--- config.mk ---
export PLATFORM = sky130hd
export DESIGN_NAME = io_input_handshake
export DESIGN_NICKNAME = d
export VERILOG_FILES = /design/src/rtl/io_input_handshake.sv
export SDC_FILE = /design/constraint.sdc
export NUM_CORES = 1
export LEC_CHECK = 0
export CORE_ASPECT_RATIO = 2
export CORE_UTILIZATION = 53
export CTS_CLUSTER_DIAMETER = 40
export DETAILED_ROUTE_END_ITERATION = 12
export PLACE_DENSITY = 0.84
export SLEW_MARGIN = 20
export SYNTH_ARGS = -nofsm -noshare
export SYNTH_HDL_FRONTEND = slang
export SYNTH_SLANG_ARGS = --single-unit
--- constraint.sdc ---
create_clock -name CLK -period 3.8 [get_ports CLK]
set_input_delay 0.95 -clock CLK [delete_from_list [all_inputs] [get_ports CLK]]
set_output_delay 0.95 -clock CLK [all_outputs]
set_load 0.02 [all_outputs]
--- src/rtl/io_input_handshake.sv ---
// io_input_handshake
// Device side of the CPU Input instruction handshake: synchronises and
// debounces the active-low Enter key, synchronises the switch bank, and on a
// fresh key press during an outstanding request captures the switches,
// extends them to 32 bits and pulses ack for one cycle.
module io_input_handshake #(
    parameter int DATA_W          = 10,
    parameter int DEBOUNCE_CYCLES = 50000,
    parameter int SIGN_EXT        = 0
) (
    input  logic              CLK,
    input  logic              reset,
    input  logic              req,
    input  logic              enter_n,
    input  logic [DATA_W-1:0] sw,
    output logic [31:0]       data,
    output logic              ack,
    output logic              waiting
);

    localparam int CNT_W = $clog2(DEBOUNCE_CYCLES + 1);
    localparam logic [CNT_W-1:0] CNT_LAST = CNT_W'(DEBOUNCE_CYCLES - 1);

    typedef enum logic [1:0] {
        S_IDLE,
        S_WAIT_PRESS,
        S_WAIT_RELEASE
    } state_t;

    logic              r_key_s1;
    logic              r_key_s2;
    logic [DATA_W-1:0] r_sw_s1;
    logic [DATA_W-1:0] r_sw_s2;
    logic [CNT_W-1:0]  r_cnt;
    logic              r_deb;
    logic              r_press;
    state_t            r_state;
    logic [31:0]       r_data;
    logic              r_ack;
    logic              r_waiting;
    logic [31:0]       w_ext;

    // Two-flop synchronisers; key presets to released (high), switches clear
    always_ff @(posedge CLK) begin
        if (!reset) begin
            r_key_s1 <= 1'b1;
            r_key_s2 <= 1'b1;
            r_sw_s1  <= '0;
            r_sw_s2  <= '0;
        end else begin
            r_key_s1 <= enter_n;
            r_key_s2 <= r_key_s1;
            r_sw_s1  <= sw;
            r_sw_s2  <= r_sw_s1;
        end
    end

    // Debounce: the debounced level follows the synced key only after it has
    // differed for DEBOUNCE_CYCLES consecutive cycles; r_press strobes on a
    // released->pressed flip. Flipping on CNT_LAST is the cycle the counter
    // would reach DEBOUNCE_CYCLES.
    always_ff @(posedge CLK) begin
        if (!reset) begin
            r_cnt   <= '0;
            r_deb   <= 1'b1;
            r_press <= 1'b0;
        end else begin
            r_press <= 1'b0;
            if (r_key_s2 != r_deb) begin
                if (r_cnt == CNT_LAST) begin
                    r_deb   <= r_key_s2;
                    r_cnt   <= '0;
                    r_press <= ~r_key_s2;
                end else begin
                    r_cnt <= r_cnt + CNT_W'(1);
                end
            end else begin
                r_cnt <= '0;
            end
        end
    end

    // Zero- or sign-extension of the synchronised switch value to 32 bits
    always_comb begin
        w_ext = ((SIGN_EXT != 0) && r_sw_s2[DATA_W-1]) ? '1 : '0;
        w_ext[DATA_W-1:0] = r_sw_s2;
    end

    // Handshake FSM with registered data/ack/waiting outputs
    always_ff @(posedge CLK) begin
        if (!reset) begin
            r_state   <= S_IDLE;
            r_data    <= '0;
            r_ack     <= 1'b0;
            r_waiting <= 1'b0;
        end else begin
            r_ack <= 1'b0;
            case (r_state)
                S_IDLE: begin
                    if (req) begin
                        r_state   <= S_WAIT_PRESS;
                        r_waiting <= 1'b1;
                    end
                end
                S_WAIT_PRESS: begin
                    if (!req) begin
                        r_state   <= S_IDLE;
                        r_waiting <= 1'b0;
                    end else if (r_press) begin
                        r_state   <= S_WAIT_RELEASE;
                        r_waiting <= 1'b0;
                        r_data    <= w_ext;
                        r_ack     <= 1'b1;
                    end
                end
                S_WAIT_RELEASE: begin
                    if (r_deb) begin
                        r_state <= S_IDLE;
                    end
                end
                default: begin
                    r_state   <= S_IDLE;
                    r_waiting <= 1'b0;
                end
            endcase
        end
    end

    assign data    = r_data;
    assign ack     = r_ack;
    assign waiting = r_waiting;

endmodule

==> reports/metrics.csv, run 1 <==
metric;value;unit
status;complete, no violations;
n_antenna_cell;0;
yosys_warnings;0;
ant_nets;0;
critPathKind;input port to flop;
die_x;46.25;um
insertion_delay;300;ps
hpwl;2336;um
cell_internal_pwr;0.0007970;W
muxShareOfSynthArea;0.004822;
finalSetupTns;0;ps
finalMaxSlewViolations;0;
cts.sinks;54;
grt_pass1_vias;1223;
post_drt_wl_per_cell;10.75;um
wirelength;3117;um
cp.required;4010;ps
p_comb_frac;0.054;
syn_inst;215;
hold_violations;0;
synth_top_family_by_area;simple AND/OR/NAND/NOR gates;
yosys.area.top_type;dfxtp_1;
cts.clk_slew.worst_paths;90;ps
switching_share;0.2085;
rows;31;
arrival;2670;ps
synth_area_leaders;dfxtp_1 (52%), buf_4 (8.0%), and2_1 (6.6%);
clock_path_buffers;2;
grtUsageTotal;0.1658;
h-tree-depth;2;
die-area;0.004186;mm^2
fmax;407.4;MHz
final_common_cell;dfxtp_1;
grt_pass1_wl;5099;um
port_buffers;25;
ir_worst_vdd;0.3157;mV
placed_area;0.002271;mm^2
seqCellArea;0.001081;mm^2
synthXorXnorAreaFrac;0.05907;
total_power;0.001007;W
drc;0;
root_buffer;clkbuf_8;
place_inst;282;
synthAdderAreaFrac;0.006028;
ys_types;35;
synth_top_area_frac;0.5208;
io-pin-count;48;
fillers;314;
drtPass1Iterations;4;
multiInputGateArea;863.3;um^2
synth_area;0.002076;mm^2
power.leakage;0.8707;nW
drtIter0Drc;9;
grt_max_degree;41;
synth.avg_cell_area;9.655;um^2
powerDensity;422.9;mW/mm^2
cts_buffers;5;
fin_crit;2455;ps
cts.hold.buffers_added;0;
synth-seq-cells;54;
synth-compound-area-share;0.04822;
viasPerCell;4.783;
finalNetCount;255;
maxCapViolCount;0;
postCtsSetupRepairBufs;0;
p_seq_frac;0.578;
gp_congestion;0.8596;
fin_crit_sh;0.6460;
cts_tree;built;
synthSimpleGateAreaFrac;0.2580;
chipHeight;90.51;um
fin_cells;290;
net-switching-power;0.0002100;W
endpoint_kind;flop;
crit_path_start_kind;input port;
crit_fanout;12;
min_path_type;flop to flop;
vias;1387;
pwr-share-clk;0.368;
finish.instance_area;0.002381;mm^2
drive_gt1_frac;0.04979;
grt_overflow;0;
floorplan.initialDensity;0.5633;
coreArea;0.003685;mm^2
cts_resized;0;
final_cell_mix;dfxtp_1 (54), nand2_1 (26), clkdlybuf4s50_1 (25);
ys_seq_area_frac;0.5208;
antenna_found_initial;0;
rsz0062_at_grt;false;
area_growth;14.71;%
tightestPinTransition;723.2;ps
finClkSkew;9.012;ps
setup-violations-final;0;
slew_headroom;0.5169;
## layout make-up
cell class | instances | area share
Timing Repair Buffer | 26 | 0.1083
Sequential cell | 54 | 0.4540
Clock buffer | 6 | 0.03048
Clock inverter | 2 | 0.01576
Tap cell | 49 | 0.02575
Inverter | 2 | 0.003153
Multi-Input combinational cell | 151 | 0.3626
## cell families (layout without fill, tap and decap cells)
logic type / Yosys count / count (layout)
muxes: 1 / 1
and+or+nand+nor: 99 / 99
adders and majority gates: 1 / 1
AOI/OAI and AO/OA: 14 / 14
buffers and inverters: 31 / 36
DFF: 54 / 54
other: 1 / 22
xor gates and xnor gates: 14 / 14
## registers in the layout, summed over array words and instances (netlist names)
register  cells
r_press       1
r_key_s1      1
data         10
r_deb         1
r_sw_s2      10
r_key_s2      1
r_sw_s1      10
r_cnt        16
r_state       2
ack           1
waiting       1
## per-stage QoR
stage                 util  hold WS (ps)  setup WS [ps]
floorplan                -         386.3           1878
global placement    0.6163         393.4           1187
detailed placement  0.6163         403.0          985.5
CTS                 0.6462         429.4           1303
global route        0.6462         433.9           1137
finish              0.6462         422.3           1345
## worst max-delay path, stage by stage
cell	delay [ps]
clkdlybuf4s50_1	450
nor2b_1	260
nor2b_1	640
nand2_1	120
a21boi_0	240
## cells in the mapped netlist, drive strengths merged
library cell / n
dfxtp: 54
nand2: 26
buf: 23
and2: 22
nor2: 16
a21boi: 10
nand3: 9
xor2: 8
clkbuf: 6
xnor2: 6
and3: 4
nand4: 4
nor3: 3
inv: 2
nand2b: 2
nor2b: 2
nor4: 2
or4: 2
or4b: 2
a21oi: 1
and4: 1
conb: 1
ha: 1
mux2i: 1
nand3b: 1
nand4b: 1
nor3b: 1
o21a: 1
o21ai: 1
o31ai: 1
or3: 1
## power by group through the flow
stage,logic [W],registers [W],clock network [W]
finish,0.0000547,0.000582,0.000370
global route,0.0000610,0.000583,0.000402
floorplan,0.0000534,0.000595,0
global placement,0.0000543,0.000595,0
detailed placement,0.0000548,0.000595,0
CTS,0.0000550,0.000582,0.000379
## final timing paths
path | start | endpoint | slack, ps | cells after the start
hold / removal | r_key_s1 | r_key_s2 | 420 | 1
setup reg to reg | r_cnt[4] | r_cnt[5] | 1920 | 4
hold reg to reg | r_key_s1 | r_key_s2 | 420 | 1
setup / recovery | req | data[7] | 1350 | 5
## routing by layer
metal,wire (um),share of wire,track usage,vias to the layer above
met5,0,0,0,-
met4,68,0.022,0.08578,0
met3,107,0.034,0.04400,5
met2,1728,0.55,0.2887,37
met1,1213,0.39,0.1652,643
li1,-,-,-,702
(Power assumes the default switching activity.)
==> run 2: changes to the inputs <==
--- a/config.mk
+++ b/config.mk
@@ -6,10 +6,10 @@
 export NUM_CORES = 1
 export LEC_CHECK = 0
 export CORE_ASPECT_RATIO = 2
-export CORE_UTILIZATION = 53
+export CORE_UTILIZATION = 44
 export CTS_CLUSTER_DIAMETER = 40
 export DETAILED_ROUTE_END_ITERATION = 12
-export PLACE_DENSITY = 0.84
+export PLACE_DENSITY = 0.74
 export SLEW_MARGIN = 20
 export SYNTH_ARGS = -nofsm -noshare
 export SYNTH_HDL_FRONTEND = slang
==> constraint.sdc (replaced) <==
create_clock -name CLK -period 2 [get_ports CLK]
set_input_delay 0.5 -clock CLK [delete_from_list [all_inputs] [get_ports CLK]]
set_output_delay 0.5 -clock CLK [all_outputs]
set_load 0.02 [all_outputs]
==> run 2 against run 1 <==
- critical path type is now flop to flop
- sequential power is 91% higher
- final area is 1.6% higher
- hold slack worse by 8.9 ps
- sequential share of layout area is 0.70 points lower
- worst setup slack worse by 1200 ps
- die area is 20% higher
==> reports/metrics.csv, run 2 (synthesized netlist as in run 1, its figures left out) <==
metric;value;unit
clock_path_buffers;2;
globalRoute.busiestLayer;met2;
crit_slowest_cell;or4_4;
r2r-end;r_cnt[10];
fin_crit;1843;ps
fin_cells;300;
viasPerCell;4.687;
final_core_util;0.5310;
n_antenna_cell;0;
max_stage_delay;580;ps
vias;1406;
grt_overflow;0;
drtIter0Drc;14;
switching_share;0.2365;
worstPathCellList;or4b_1 -> or4_4 -> nand3_4 -> nor2_1;
chipHeight;99.14;um
grt_max_degree;41;
crit_fanout;15;
p_comb_frac;0.059;
status;complete, no violations;
fmax;542.6;MHz
rsz0062_at_grt;false;
total_power;0.001840;W
place_inst;292;
cts.sinks;54;
cp.required;2200;ps
finClkSkew;11.55;ps
h-tree-depth;2;
die-area;0.005013;mm^2
min_from;r_key_s1;
final_common_cell;dfxtp_1;
floorplan.initialDensity;0.4558;
setup-violations-final;0;
net-switching-power;0.0004351;W
cts.clk_slew.worst_paths;90;ps
crit_path_start_kind;flop;
postCtsSetupRepairBufs;0;
fin_crit_sh;0.9215;
grtUsageTotal;0.1468;
path_delay_family;simple AND/OR/NAND/NOR gates;
min_path_cells;1;
arrival;2040;ps
r2r_slack;160;ps
grt_pass1_wl;5540;um
io-pin-count;48;
insertion_delay;310;ps
cts_buffers;5;
regMostFlops;r_cnt;
cell_internal_pwr;0.001405;W
ir_worst_vdd;0.7906;mV
critPathKind;flop to flop;
hold_violations;0;
finalSetupTns;0;ps
finalMaxSlewViolations;0;
ant_nets;0;
drive_gt1_frac;0.06939;
pwr-share-clk;0.339;
gp_congestion;0.8299;
root_buffer;clkbuf_8;
drtPass1Iterations;4;
p_seq_frac;0.601;
power.leakage;0.8940;nW
die_x;50.57;um
area_growth;16.52;%
endpoint_kind;flop;
holdPathEnd;r_key_s2;
hpwl;2276;um
wirelength;3265;um
rr_worst_depth;4;
rows;35;
met2_usage;0.2544;
grt_pass1_vias;1256;
powerDensity;760.7;mW/mm^2
coreArea;0.004554;mm^2
cts_tree;built;
path_buf_inv;0;
final_cell_mix;dfxtp_1 (54), nand2_1 (26), clkdlybuf4s50_1 (25);
cts_resized;0;
rr_startpoint;r_cnt[12];
antenna_found_initial;0;
min_path_type;flop to flop;
port_buffers;25;
grtUsageMet3;0.02905;
finalNetCount;259;
cts.hold.buffers_added;0;
maxCapViolCount;0;
largest_reg_flops;16;
gr-usage-met1;0.1565;
post_drt_wl_per_cell;10.88;um
drc;0;
-- run 2: cell type report --
type                    count  area [um^2]
well taps                  55        68.82
fillers                   441         2136
flip-flops and latches     54         1081
repair buffers             30        300.3
inverters                   2        7.507
multi-input cells         151        863.3
clock inverters             3        28.78
clock buffers               5        68.82
-- run 2: power by group through the flow --
stage / Sequential, W / Combinational, W / Clock, W
global placement: 0.00113 / 0.000109 / 0
detailed placement: 0.00113 / 0.000110 / 0
global route: 0.00111 / 0.000120 / 0.000698
floorplan: 0.00113 / 0.000102 / 0
CTS: 0.00111 / 0.000110 / 0.000644
finish: 0.00111 / 0.000109 / 0.000625
-- run 2: how the worst max path moves through the flow --
| stage | start | endpoint | slack (ps) | depth (start not counted) |
|---|---|---|---|---|
| floorplan | r_cnt[4] | r_cnt[14] | 190 | 5 |
| global placement | r_cnt[12] | r_cnt[13] | 210 | 4 |
| detailed placement | r_cnt[12] | r_cnt[3] | 170 | 4 |
| CTS | r_cnt[12] | r_cnt[10] | 150 | 4 |
| global route | r_cnt[12] | r_cnt[12] | 60 | 4 |
| finish | r_cnt[12] | r_cnt[10] | 160 | 4 |
-- run 2: through the flow --
stage	cell area (um^2)	hold WS [ps]	worst slack (ps)
2_1_floorplan	2155	386.3	191.1
3_3_place_gp	2321	399.4	208.4
3_5_place_dp	2321	394.0	173.1
4_1_cts	2419	411.9	150.1
5_1_grt	2419	421.5	58.95
6_report	2419	413.4	157.0
-- run 2: metal layers --
metal | up-vias | wire length, um
met5 | - | 0
met4 | 0 | 101
met3 | 9 | 109
met2 | 38 | 1785
met1 | 641 | 1269
li1 | 718 | -
==> run 3: changes to the inputs <==
--- a/config.mk
+++ b/config.mk
@@ -6,11 +6,13 @@
 export NUM_CORES = 1
 export LEC_CHECK = 0
 export CORE_ASPECT_RATIO = 2
-export CORE_UTILIZATION = 44
+export CORE_UTILIZATION = 43
+export CTS_BUF_LIST = sky130_fd_sc_hd__clkbuf_16
 export CTS_CLUSTER_DIAMETER = 40
 export DETAILED_ROUTE_END_ITERATION = 12
-export PLACE_DENSITY = 0.74
+export PLACE_DENSITY = 0.73
 export SLEW_MARGIN = 20
 export SYNTH_ARGS = -nofsm -noshare
 export SYNTH_HDL_FRONTEND = slang
 export SYNTH_SLANG_ARGS = --single-unit
+export TNS_END_PERCENT = 30
==> run 3 against run 2 <==
- total power is 10% higher
- global-route usage is 0.14 points lower
- clock power is 30% higher
- hold slack worse by 4.3 ps
- critical path depth stayed put
==> reports/metrics.csv, run 3 (synthesized netlist as in run 1, its figures left out) <==
metric;value;unit
fmax;544.7;MHz
cts.hold.buffers_added;0;
final_cell_mix;dfxtp_1 (54), nand2_1 (26), clkdlybuf4s50_1 (25);
total_power;0.002025;W
coreArea;0.004598;mm^2
vias;1379;
drtPass1Iterations;4;
floorplan.initialDensity;0.4514;
die_x;51.13;um
area_growth;18.32;%
cts.sinks;54;
grtUsageMet3;0.03333;
finalNetCount;258;
min_path_type;flop to flop;
port_buffers;25;
drc;0;
crit_path_start_kind;flop;
io-pin-count;48;
wirelength;3106;um
endpoint_kind;flop;
fin_crit;1836;ps
ir_worst_vdd;0.5211;mV
cts_buffers;5;
post_drt_wl_per_cell;10.39;um
grt_pass1_wl;5651;um
die-area;0.005126;mm^2
hpwl;2228;um
chipHeight;100.3;um
cts_resized;0;
grt_overflow;0;
grtUsageTotal;0.1454;
rsz0062_at_grt;false;
clock_path_buffers;2;
viasPerCell;4.612;
maxCapViolCount;0;
grt_max_degree;41;
insertion_delay;280;ps
regMostFlops;r_cnt;
drtIter0Drc;34;
largest_reg_flops;16;
powerDensity;824.3;mW/mm^2
power.leakage;0.9139;nW
fin_crit_sh;0.9179;
drive_gt1_frac;0.06148;
postCtsSetupRepairBufs;0;
finalMaxSlewViolations;0;
arrival;2010;ps
gr-usage-met1;0.1433;
gp_congestion;0.7856;
root_buffer;clkbuf_16;
cts_tree;built;
ant_nets;0;
finClkSkew;5.366;ps
setup-violations-final;0;
hold_violations;0;
status;complete, no violations;
finalSetupTns;0;ps
met2_usage;0.2733;
globalRoute.busiestLayer;met2;
rows;35;
final_common_cell;dfxtp_1;
crit_fanout;15;
antenna_found_initial;0;
critPathKind;flop to flop;
grt_pass1_vias;1334;
fillers;446;
cp.required;2170;ps
n_antenna_cell;0;
cts.clk_slew.worst_paths;70;ps
h-tree-depth;2;
[run 3: changes by cell type in the layout (fill, tap and decap cells not counted), sizes merged]
cell and change:
buf -1
[run 3: path summary, 6_finish.rpt]
check	startpoint	end	slack [ps]	depth (start not counted)
max	r_cnt[12]	r_cnt[10]	160	4
min	r_key_s1	r_key_s2	410	1
max reg2reg	r_cnt[12]	r_cnt[10]	160	4
min reg2reg	r_key_s1	r_key_s2	410	1
[run 3: per-layer routing]
| layer | vias to the layer above | part of all wire |
|---|---|---|
| li1 | 709 | - |
| met1 | 626 | 0.39 |
| met2 | 36 | 0.55 |
| met3 | 8 | 0.035 |
| met4 | 0 | 0.024 |
| met5 | - | 0 |
[run 3: metrics by stage]
| step | setup WS, ps | cells | instance area, um^2 | hold slack [ps] | utilization |
|---|---|---|---|---|---|
| finish | 164.3 | 299 | 2456 | 409.1 | 0.5342 |
| global route | 62.98 | 299 | 2456 | 436.8 | 0.5342 |
| CTS | 148.2 | 299 | 2456 | 411.3 | 0.5342 |
| detailed placement | 120.3 | 291 | 2313 | 399.0 | 0.5031 |
| global placement | 172.4 | 291 | 2313 | 392.7 | 0.5031 |
| floorplan | 191.1 | 236 | 2155 | 386.3 | - |
[run 3: cell type report]
type,count,area [um^2],area share
Tap cell,55,68.82,0.02802
Clock inverter,3,17.52,0.007132
Multi-Input combinational cell,151,863.3,0.3515
Timing Repair Buffer,29,292.8,0.1192
Clock buffer,5,125.1,0.05094
Inverter,2,7.507,0.003057
Sequential cell,54,1081,0.4401
[run 3: power breakdown]
group | internal (W) | switching, W
clock | 0.000459 | 0.000352
sequential | 0.00110 | 0.00000779
combinational | 0.0000454 | 0.0000611
total | 0.00160 | 0.000421
[run 3: worst max-delay path: stages (launching register included)]
cell and delay [ps]:
dfxtp_1 360, or4b_1 500, or4_4 580, nand3_4 200
nor2_1 70
